**config.mk**
```make
export PLATFORM = sky130hd
export DESIGN_NAME = shft_sched
export DESIGN_NICKNAME = d
export VERILOG_FILES = /design/src/rtl/shft_sched.sv
export SDC_FILE = /design/constraint.sdc
export NUM_CORES = 1
export LEC_CHECK = 0
export CAP_MARGIN = 20
export CORE_ASPECT_RATIO = 1.25
export CORE_UTILIZATION = 35
export DETAILED_ROUTE_END_ITERATION = 10
export PLACE_DENSITY_LB_ADDON = 0.12
export SYNTH_ARGS = -nofsm -noshare
export SYNTH_HDL_FRONTEND = slang
export SYNTH_SLANG_ARGS = --single-unit
```
**constraint.sdc**
```tcl
create_clock -name clk -period 1.8 [get_ports clk]
set_input_delay 0.45 -clock clk [delete_from_list [all_inputs] [get_ports clk]]
set_output_delay 0.45 -clock clk [all_outputs]
set_load 0.1 [all_outputs]
```
**src/rtl/shft_sched.sv**
```systemverilog
// Round-robin scheduler for the load/shift register: grants one of two requesters,
// loads its word into the shifter, frames the serial-out cycles and inserts an idle gap.
module shft_sched #(
    parameter int unsigned WIDTH = 8,
    parameter int unsigned GAP   = 2
) (
    input  logic             clk,
    input  logic             rstn,
    input  logic             req0,
    input  logic             dir0,
    input  logic [WIDTH-1:0] data0,
    input  logic             req1,
    input  logic             dir1,
    input  logic [WIDTH-1:0] data1,
    input  logic             flush,
    output logic             gnt0,
    output logic             gnt1,
    output logic             sh_load,
    output logic             sh_dir,
    output logic [WIDTH-1:0] sh_ld,
    output logic             bit_vld,
    output logic             busy,
    output logic             owner,
    output logic [7:0]       frame_cnt
);

    localparam logic [1:0] StIdle  = 2'd0;
    localparam logic [1:0] StLoad  = 2'd1;
    localparam logic [1:0] StShift = 2'd2;
    localparam logic [1:0] StGap   = 2'd3;

    localparam int unsigned CntW = 5;
    localparam logic [CntW-1:0] LastShift = CntW'(WIDTH - 1);
    localparam logic [CntW-1:0] LastGap   = (GAP == 0) ? '0 : CntW'(GAP - 1);

    logic [1:0]       r_state, w_state;
    logic [CntW-1:0]  r_cnt, w_cnt;
    logic             r_last, w_last;
    logic             r_owner, w_owner;
    logic             r_sh_dir, w_sh_dir;
    logic [WIDTH-1:0] r_sh_ld, w_sh_ld;
    logic [7:0]       r_frame_cnt, w_frame_cnt;
    logic             w_pick1;

    // On a tie the requester that did not win last time takes the slot.
    assign w_pick1 = req1 & (~req0 | ~r_last);

    always_comb begin
        w_state     = r_state;
        w_cnt       = r_cnt;
        w_last      = r_last;
        w_owner     = r_owner;
        w_sh_dir    = r_sh_dir;
        w_sh_ld     = r_sh_ld;
        w_frame_cnt = r_frame_cnt;
        case (r_state)
            StIdle: begin
                w_cnt = '0;
                if (req0 | req1) begin
                    w_state  = StLoad;
                    w_owner  = w_pick1;
                    w_last   = w_pick1;
                    w_sh_ld  = w_pick1 ? data1 : data0;
                    w_sh_dir = w_pick1 ? dir1 : dir0;
                end
            end
            StLoad: begin
                w_cnt   = '0;
                w_state = flush ? StIdle : StShift;
            end
            StShift: begin
                if (flush) begin
                    w_state = StIdle;
                    w_cnt   = '0;
                end else if (r_cnt == LastShift) begin
                    w_frame_cnt = r_frame_cnt + 8'd1;
                    w_cnt       = '0;
                    w_state     = (GAP == 0) ? StIdle : StGap;
                end else begin
                    w_cnt = r_cnt + 1'b1;
                end
            end
            StGap: begin
                if (flush || (r_cnt == LastGap)) begin
                    w_state = StIdle;
                    w_cnt   = '0;
                end else begin
                    w_cnt = r_cnt + 1'b1;
                end
            end
            default: begin
                w_state = StIdle;
                w_cnt   = '0;
            end
        endcase
    end

    always_ff @(posedge clk or negedge rstn) begin
        if (!rstn) begin
            r_state     <= StIdle;
            r_cnt       <= '0;
            r_last      <= 1'b1;
            r_owner     <= 1'b0;
            r_sh_dir    <= 1'b0;
            r_sh_ld     <= '0;
            r_frame_cnt <= '0;
        end else begin
            r_state     <= w_state;
            r_cnt       <= w_cnt;
            r_last      <= w_last;
            r_owner     <= w_owner;
            r_sh_dir    <= w_sh_dir;
            r_sh_ld     <= w_sh_ld;
            r_frame_cnt <= w_frame_cnt;
        end
    end

    assign sh_load   = (r_state == StLoad);
    assign gnt0      = sh_load & ~r_owner;
    assign gnt1      = sh_load & r_owner;
    assign bit_vld   = (r_state == StShift);
    assign busy      = (r_state != StIdle);
    assign sh_dir    = r_sh_dir;
    assign sh_ld     = r_sh_ld;
    assign owner     = r_owner;
    assign frame_cnt = r_frame_cnt;

endmodule

```
==> results.txt <==
1st-iter DRT viols: 21
First drt pass iteration count: 7
GP Congestion: 0.742
Total gr overflow: 0
Setup WS post-layout: 0.0713 ns
Die Wd: 57.3 um
Worst-path fanout max: 8
Max Root-Sink Buffers: 2
Detail Route Antenna Nets: 0
Top_reg_cell synth: dfrtp_1
GRT Total Usage: 0.153
Drt drc: 7
Final setup fails: 0
Core area: 3570 um2
Max frequency: 0.578 GHz
Crit. End Element: primary output
Worst-path clk slew: 0.09 ns
Unrepaired setup endpoints after global routing: false
Clock sink total: 26
Initial antenna violation count: 0
Site Rows: 24
Antenna diodes: 0
Area growth, synth to finish: 67.6%
Hold Violations, Final: 0
Min-Delay Startpoint: r_cnt[0]
Seq/Total Area, Yosys: 0.486
Die height: 71.2 um
Commonest non-fill, non-tap cell in the layout: buf_12
Syn nets: 130
DR vias: 1004
Worst Hold Class: flop to flop
Mapped Avg Cell Area: 12.9 um2
Worst Setup SP: r_state[1]
Total CTS buffers: 3
Number of synthesized flops with an enable pin: 0
Yosys top cell by area: dfrtp_1
Gate Count Post-Synth: 104
Post-layout nets: 189
H-tree depth: 1
Flop-to-flop setup slack: 0.26 ns
Critical-path top delay cell: dfrtp_2
Worst-Skew Late Latency: 0.27 ns
Post-synth top area share: 0.467
Max-cap violations: 0
CP Data Required Time: 1.35 ns
Failing checks: design-rule violations
Number of global-route vias before repair: 1077
Tmin final: 1.73 ns
Critical path data arrival time: 1.28 ns
First-pass GRT wire length: 4870 um
Number of fill cells: 281
Max VDD drop: 556 uV
Synth area leaders: dfrtp_1 (47%), mux2_1 (6.7%), mux2_4 (6.7%)
Crit-path max cell delay: 0.50 ns
Slew @ Worst Pin: 0.339 ns
LEAKAGE: 0.000975 uW
Critical-path cell list: nor2_4 -> and2_4 -> buf_12
Die area: 4080 um2
Worst reg2reg startpoint: r_cnt[0]
Synthesized cell area: 1340 um2
CTS root buffer: clkbuf_8
Synth Register Bits: 26
Port Buffers: 45
WL/cell: 14.2 um
Most frequent cells in the layout: buf_12 (24), clkdlybuf4s50_1 (22), dfrtp_1 (21)
Pwr Density: 1770 nW/um2
Pre-CTS WS: -0.232 ns
CTS tree: built
Critical Path Start Type: flop
Drt via density: 5.00
Synth cell types: 33
Largest net degree at the start of global routing: 27
Max-slew headroom: 0.774
Clock Skew: 0.00311 ns
DP Wirelength: 2140 um
Starting Density: 0.375
Pins over their slew limit: 0
Wirelength, routed: 2860 um
Critical path type: flop to primary output
Asr flop ratio synth: 1.00
Layout cells sized above 1: 0.420
Yosys warns: 0
IO Count: 46
Fin crit share: 0.960
Setup tns final: 0 ns
Status: complete, but fails checks
## cells in the mapped netlist (2+ instances only)
library cell and count:
dfrtp_1 25, mux2_1 8, xor2_1 7, mux2_4 6, nor3_1 6, mux2_2 5, nand2_1 5, nor2_1 5
ha_1 3, inv_1 3, nand3_1 3, nor4_1 3, xnor2_1 3, a21oi_1 2, nand4bb_4 2
## where the power goes
group	leakage [uW]	internal (uW)	switching, uW
combinational	0.000618	1070	1580
clock	0.0000288	195	179
sequential	0.000329	755	204
## logic make-up after synthesis
logic type / after synthesis / synth area share
compound gates: 9 / 0.0542
xor+xnor: 10 / 0.0654
fa+ha+maj: 3 / 0.0280
buf+inv: 5 / 0.0205
flops: 26 / 0.486
mux: 19 / 0.176
simple gates: 32 / 0.169
## sequential cells by signal, summed over array words and instances, names as in the netlist
register and count:
sh_dir 1, r_last 1, frame_cnt 8, sh_ld 8, r_cnt 5, r_state 2, owner 1
## layer usage
metal  up-vias  GRT usage  part of all wire
li1        487          -                 -
met1       482      0.194              0.42
met2        31      0.260              0.50
met3         4     0.0238             0.068
met4         0     0.0569             0.012
met5         -          0                 0
## worst max-delay path: cells and delay by family, from the launching register on
kind                   cells  cell delay, ns
AND/OR/NAND/NOR            2            0.34
flip-flops                 1            0.50
buffers and inverters      1            0.17
## cell type report
type	count	area [um2]	share of cell area
well taps	39	48.8	0.0217
clock buffers	4	55.1	0.0245
inverters	3	13.8	0.00613
repair buffers	56	776	0.345
flip-flops and latches	26	659	0.294
multi-input cells	73	693	0.309
## stage by stage
step | instances | total power, uW | hold slack, ns | cell area [um2] | util
3_3_place_gp | 194 | 3550 | 0.480 | 2160 | 0.604
2_1_floorplan | 104 | 2590 | 0.154 | 1370 | -
5_1_grt | 201 | 4130 | 0.536 | 2250 | 0.629
4_1_cts | 198 | 3970 | 0.514 | 2220 | 0.621
6_report | 201 | 3990 | 0.504 | 2250 | 0.629
3_5_place_dp | 194 | 3580 | 0.501 | 2160 | 0.604
## worst paths after layout
check | cells after the start | end
max | 3 | gnt1
min | 1 | r_cnt[0]
max reg2reg | 4 | frame_cnt[1]
min reg2reg | 1 | r_cnt[0]
max in group asynchronous | 2 | r_last
min in group asynchronous | 2 | sh_dir
## what timing repair did
| action | 4_1_cts | 5_1_grt |
|---|---|---|
| setup buffers | 0 | 3 |
| endpoints found under the hold margin | 0 | 0 |
| hold buffers | 0 | 0 |
| setup endpoints to repair | 1 | 3 |
| pin swaps | 1 | 0 |
| resized for setup | 1 | 1 |
Power figures use the tool's default switching activity.
==> variant 1, RTL diff (same settings) <==
Put one more register stage on the output `frame_cnt`, cleared by the reset. The value now appears one clock later. The other outputs are not delayed to match.
--- a/src/rtl/shft_sched.sv
+++ b/src/rtl/shft_sched.sv
@@ -123,7 +123,13 @@
     assign sh_dir    = r_sh_dir;
     assign sh_ld     = r_sh_ld;
     assign owner     = r_owner;
-    assign frame_cnt = r_frame_cnt;
+    always_ff @(posedge clk or negedge rstn) begin
+        if (!rstn) begin
+            frame_cnt <= '0;
+        end else begin
+            frame_cnt <= r_frame_cnt;
+        end
+    end
 
 endmodule
 
Formal check against the unedited RTL: same outputs for any inputs over 10 cycles, from zero or initial values and one cycle with rstn low; that may be too few to reach the edited logic, so the function may still have changed.
==> variant 1 against the original RTL <==
Sequential power grew 15%. Total power grew 9.4%. Final area grew 7.1%. Hold slack lost 100 ps. Worst setup slack gained 9.0 ps. Routed wire length grew 7.5%. Sequential cell count grew 8. Area after synthesis grew 7.1%. Critical path type unchanged.
==> variant 1: results (changes against the original RTL) <==
[clock_network]
h-tree-depth = 2  ; +1
clk_latency_ps = 290  ; +20 ps
cts_buffers = 5  ; +2

[min_path]
min_from = r_frame_cnt[7]
min_to = frame_cnt[7]
whs_path_depth = 0  ; -1

[pwr]
powerDensity_nw_per_um2 = 1812  ; +2.1%
clkPwrFrac = 0.192  ; +0.098
power_frac_comb = 0.556  ; -0.109
p_int_uw = 2350  ; +16%
peakVddDrop_mv = 1.117  ; +100%

[synth]
synth_compound_area_frac = 0.07411  ; +0.01995
yosysSeqAreaShare = 0.5937  ; +0.1073
synth_xor_area_frac = 0.06103  ; -0.004331
synthTopCellsByArea = dfrtp_1, mux2i_1, nor2_1, xnor2_1, a21oi_1
yosysTopAreaCellShare = 0.5754  ; +0.1086
synth_mux_area_frac = 0.07062  ; -0.1059
synth_top_cells_by_count = dfrtp_1, nor2_1, a21oi_1, mux2i_1, xnor2_1
synth.distinct_cells = 32  ; -3.0%
synth_top_family_by_area = simple AND/OR/NAND/NOR gates
synth_adder_area_share = 0.02616  ; -0.001856
synthesis.nets = 147  ; +13%

[setup_path]
r2r_cells = 6  ; +2
crit_end = busy
regToRegSetupSlack_ps = 130  ; -130 ps
cp_max_fo = 6  ; -2
regToRegEndpoint = r_frame_cnt[4]

[route]
wl_per_cell_um = 13.15  ; -7.6%
first_iter_violations = 28  ; +33%
wl_met2_um = 1645  ; +15%
vias_per_cell = 4.778  ; -4.3%
drt_pre_antenna_iters = 4  ; -3
wl_met3_um = 292  ; +51%
wl_met1_um = 1088  ; -9.3%

[placed_design]
postPlaceCellArea_um2 = 2251  ; +4.2%
post-place-ws_ps = -96.68  ; +134.9 ps
place_inst = 224  ; +15%
dp_hpwl_um = 2404  ; +12%
gp_routability_congestion = 0.7887  ; +6.3%

[global_route]
track_usage = 0.1630  ; +0.01022
first_global_vias = 1155  ; +7.2%
grt_first_pass_wirelength_um = 5085  ; +4.4%
grt_max_degree = 35  ; +30%

[outcome]
status = completed

[finish]
drive_above_1_share = 0.2889  ; -0.1309
fill_cells = 311  ; +11%
final_nets = 205  ; +8.5%
utilization = 0.6254  ; -0.003135

[timing]
slew_headroom = 0.6289  ; -0.1451
holdWs_ps = 402.4  ; -101.7 ps
fin_ws_ps = 80.26  ; +8.991 ps
fin_skew_ps = 10.39  ; +7.277 ps

==> variant 1: changes by cell type after synthesis, moves of 3 or more <==
cell and delta:
nand2_1 -3, a21oi_1 +8, nor4_1 -3, mux2_4 -6
xnor2_1 +4, mux2i_1 +9, mux2_1 -8, nor3_1 -4
nor2_1 +14, xor2_1 -4, mux2_2 -4, dfrtp_1 +8
==> variant 1: routing by layer <==
metal / GRT usage / up-vias
met4: 0.07143 / 0
met5: 0 / -
met2: 0.2921 / 36
li1: - / 532
met1: 0.1586 / 545
met3: 0.07042 / 5
==> variant 1: cell type report <==
type / count / share of cell area
clock buffers: 5 / 0.02860
clock inverters: 3 / 0.02860
inverters: 3 / 0.004680
multi-input cells: 81 / 0.2387
flip-flops and latches: 34 / 0.3552
well taps: 54 / 0.02808
repair buffers: 54 / 0.3162
==> variant 1: worst max-delay path: stages, from the launching register on <==
cell and delay (ps):
dfrtp_1 480, nor2_2 220, inv_1 100, buf_12 170
==> variant 2, RTL diff (config.mk and constraints unchanged) <==
Without the edit above. Change the localparam `CntW` from 5 to 4.
--- a/src/rtl/shft_sched.sv
+++ b/src/rtl/shft_sched.sv
@@ -29,7 +29,7 @@
     localparam logic [1:0] StShift = 2'd2;
     localparam logic [1:0] StGap   = 2'd3;
 
-    localparam int unsigned CntW = 5;
+    localparam int unsigned CntW = 4;
     localparam logic [CntW-1:0] LastShift = CntW'(WIDTH - 1);
     localparam logic [CntW-1:0] LastGap   = (GAP == 0) ? '0 : CntW'(GAP - 1);
 
Behaviour: no difference found for any inputs over 10 cycles, from zero or initial values and one cycle with rstn low; that may be too few to reach the edited logic, so the function may still have changed.
==> variant 2 against the original RTL <==
Total power decreased by 3.4%. Largest power group unchanged. Worst setup slack got worse by 14 ps. Global-route usage increased by 1.6 points. Via count decreased by 1.5%. Routed wire length decreased by 1.8%. Final cell count decreased by 2.5%. Synthesized cell count decreased by 1.9%. Final area decreased by 6.0%. Non-clock buffer count decreased by 1. Count of clock-buffer cells in the layout unchanged. First-iteration DRC count decreased by 62%. Area after synthesis decreased by 8.1%. Sequential cell count decreased by 1.
==> variant 2: results (changes against the original RTL) <==
[route]
wl_met3_um = 101  ; -48%
drt_pre_antenna_iters = 4  ; -3
wl_met2_um = 1648  ; +15%
first_iter_violations = 8  ; -62%
wl_per_cell_um = 14.34  ; +0.72%
vias = 989  ; -1.5%
wl_met1_um = 1012  ; -16%

[setup_path]
crit_arrival_ps = 1900  ; +620 ps
regToRegSetupSlack_ps = 220  ; -40 ps
cp_max_fo = 5  ; -3

[synth]
synth.distinct_cells = 32  ; -3.0%
ys.flop_type = dfrtp_1
synthTopCellsByArea = dfrtp_1, mux2_2, xnor2_1, ha_1, xor2_1
synth_top_cells_by_count = dfrtp_1, mux2_2, inv_1, nor2_1, xnor2_1
synthesis.nets = 128  ; -1.5%
yosysSeqAreaShare = 0.5091  ; +0.02269

[pwr]
peakVddDrop_mv = 1.831  ; +230%
total_leakage_power_uw = 0.0009150  ; -6.2%
p_int_uw = 1907  ; -5.6%

[global_route]
track_usage = 0.1689  ; +0.01619
met3_usage = 0.02444  ; +0.0006784
first_global_vias = 1069  ; -0.74%
grt_first_pass_wirelength_um = 4512  ; -7.4%
grt_max_degree = 26  ; -3.7%
grt_util_met1 = 0.1750  ; -0.01866
met2_usage = 0.3253  ; +0.06561

[finish]
final_nets = 186  ; -1.6%
drive_above_1_share = 0.4340  ; +0.01421

[clock_network]
cts.clk_slew.worst_paths_ps = 80
cts.repair.resized = 1  ; unchanged
cts_buffers = 3  ; unchanged

[outcome]
status = completed

[timing]
holdWs_ps = 513.3  ; +9.242 ps
fin_skew_ps = 3.942  ; +0.8297 ps
slew_headroom = 0.7642  ; -0.009728

[placed_design]
dp_hpwl_um = 2138  ; about the same
gp_routability_congestion = 0.7631  ; +2.9%

==> variant 2: power by group through the flow <==
stage / combinational [µW] / clock (µW) / sequential [µW]
final: 2590 / 337 / 925
after floorplan: 817 / 0 / 1680
after CTS: 2600 / 341 / 921
after global routing: 2670 / 359 / 952
after global placement: 2570 / 0 / 914
after detailed placement: 2590 / 0 / 923
==> variant 2: critical path, cell delays in order <==
cell	delay (ps)
clkdlybuf4s50_1	470
a21boi_2	210
buf_4	180
mux2_2	330
mux2_2	260
==> variant 2: area by class of cell <==
type                            count  area, µm²
Fill cell                         278       1170
Timing Repair Buffer               55      772.0
Sequential cell                    25      633.1
Multi-Input combinational cell     70      595.6
Tap cell                           37      46.29
Clock buffer                        4      45.04
Inverter                            5      18.77
==> variant 2: logic make-up after synthesis <==
kind of cell,share of synthesized area
AOI/OAI and AO/OA,0.05184
xor gates and xnor gates,0.06402
adders and majority gates,0.03049
buffers and inverters,0.02338
DFF,0.5092
muxes,0.1768
and+or+nand+nor,0.1443
==> variant 2: final timing paths <==
path / cells after the start / start / end
worst max-delay path: 5 / req1 / sh_dir
worst min-delay path: 1 / r_cnt[0] / r_cnt[0]
worst max register to register: 4 / r_cnt[0] / frame_cnt[1]
worst min register to register: 1 / r_cnt[0] / r_cnt[0]
max in group asynchronous: 2 / rstn / r_last
min in group asynchronous: 2 / rstn / frame_cnt[2]
==> variant 2: through the flow <==
stage | worst slack, ps | std cells | total power (µW) | area [µm²] | setup TNS, ps
final | 57.17 | 196 | 3852 | 2111 | 0
after global routing | -6.030 | 196 | 3982 | 2111 | -10.01
after CTS | 29.85 | 195 | 3861 | 2093 | 0
after detailed placement | -232.7 | 191 | 3510 | 2046 | -2024
after global placement | -195.1 | 191 | 3482 | 2046 | -1754
after floorplan | -75.28 | 102 | 2495 | 1249 | -206.3
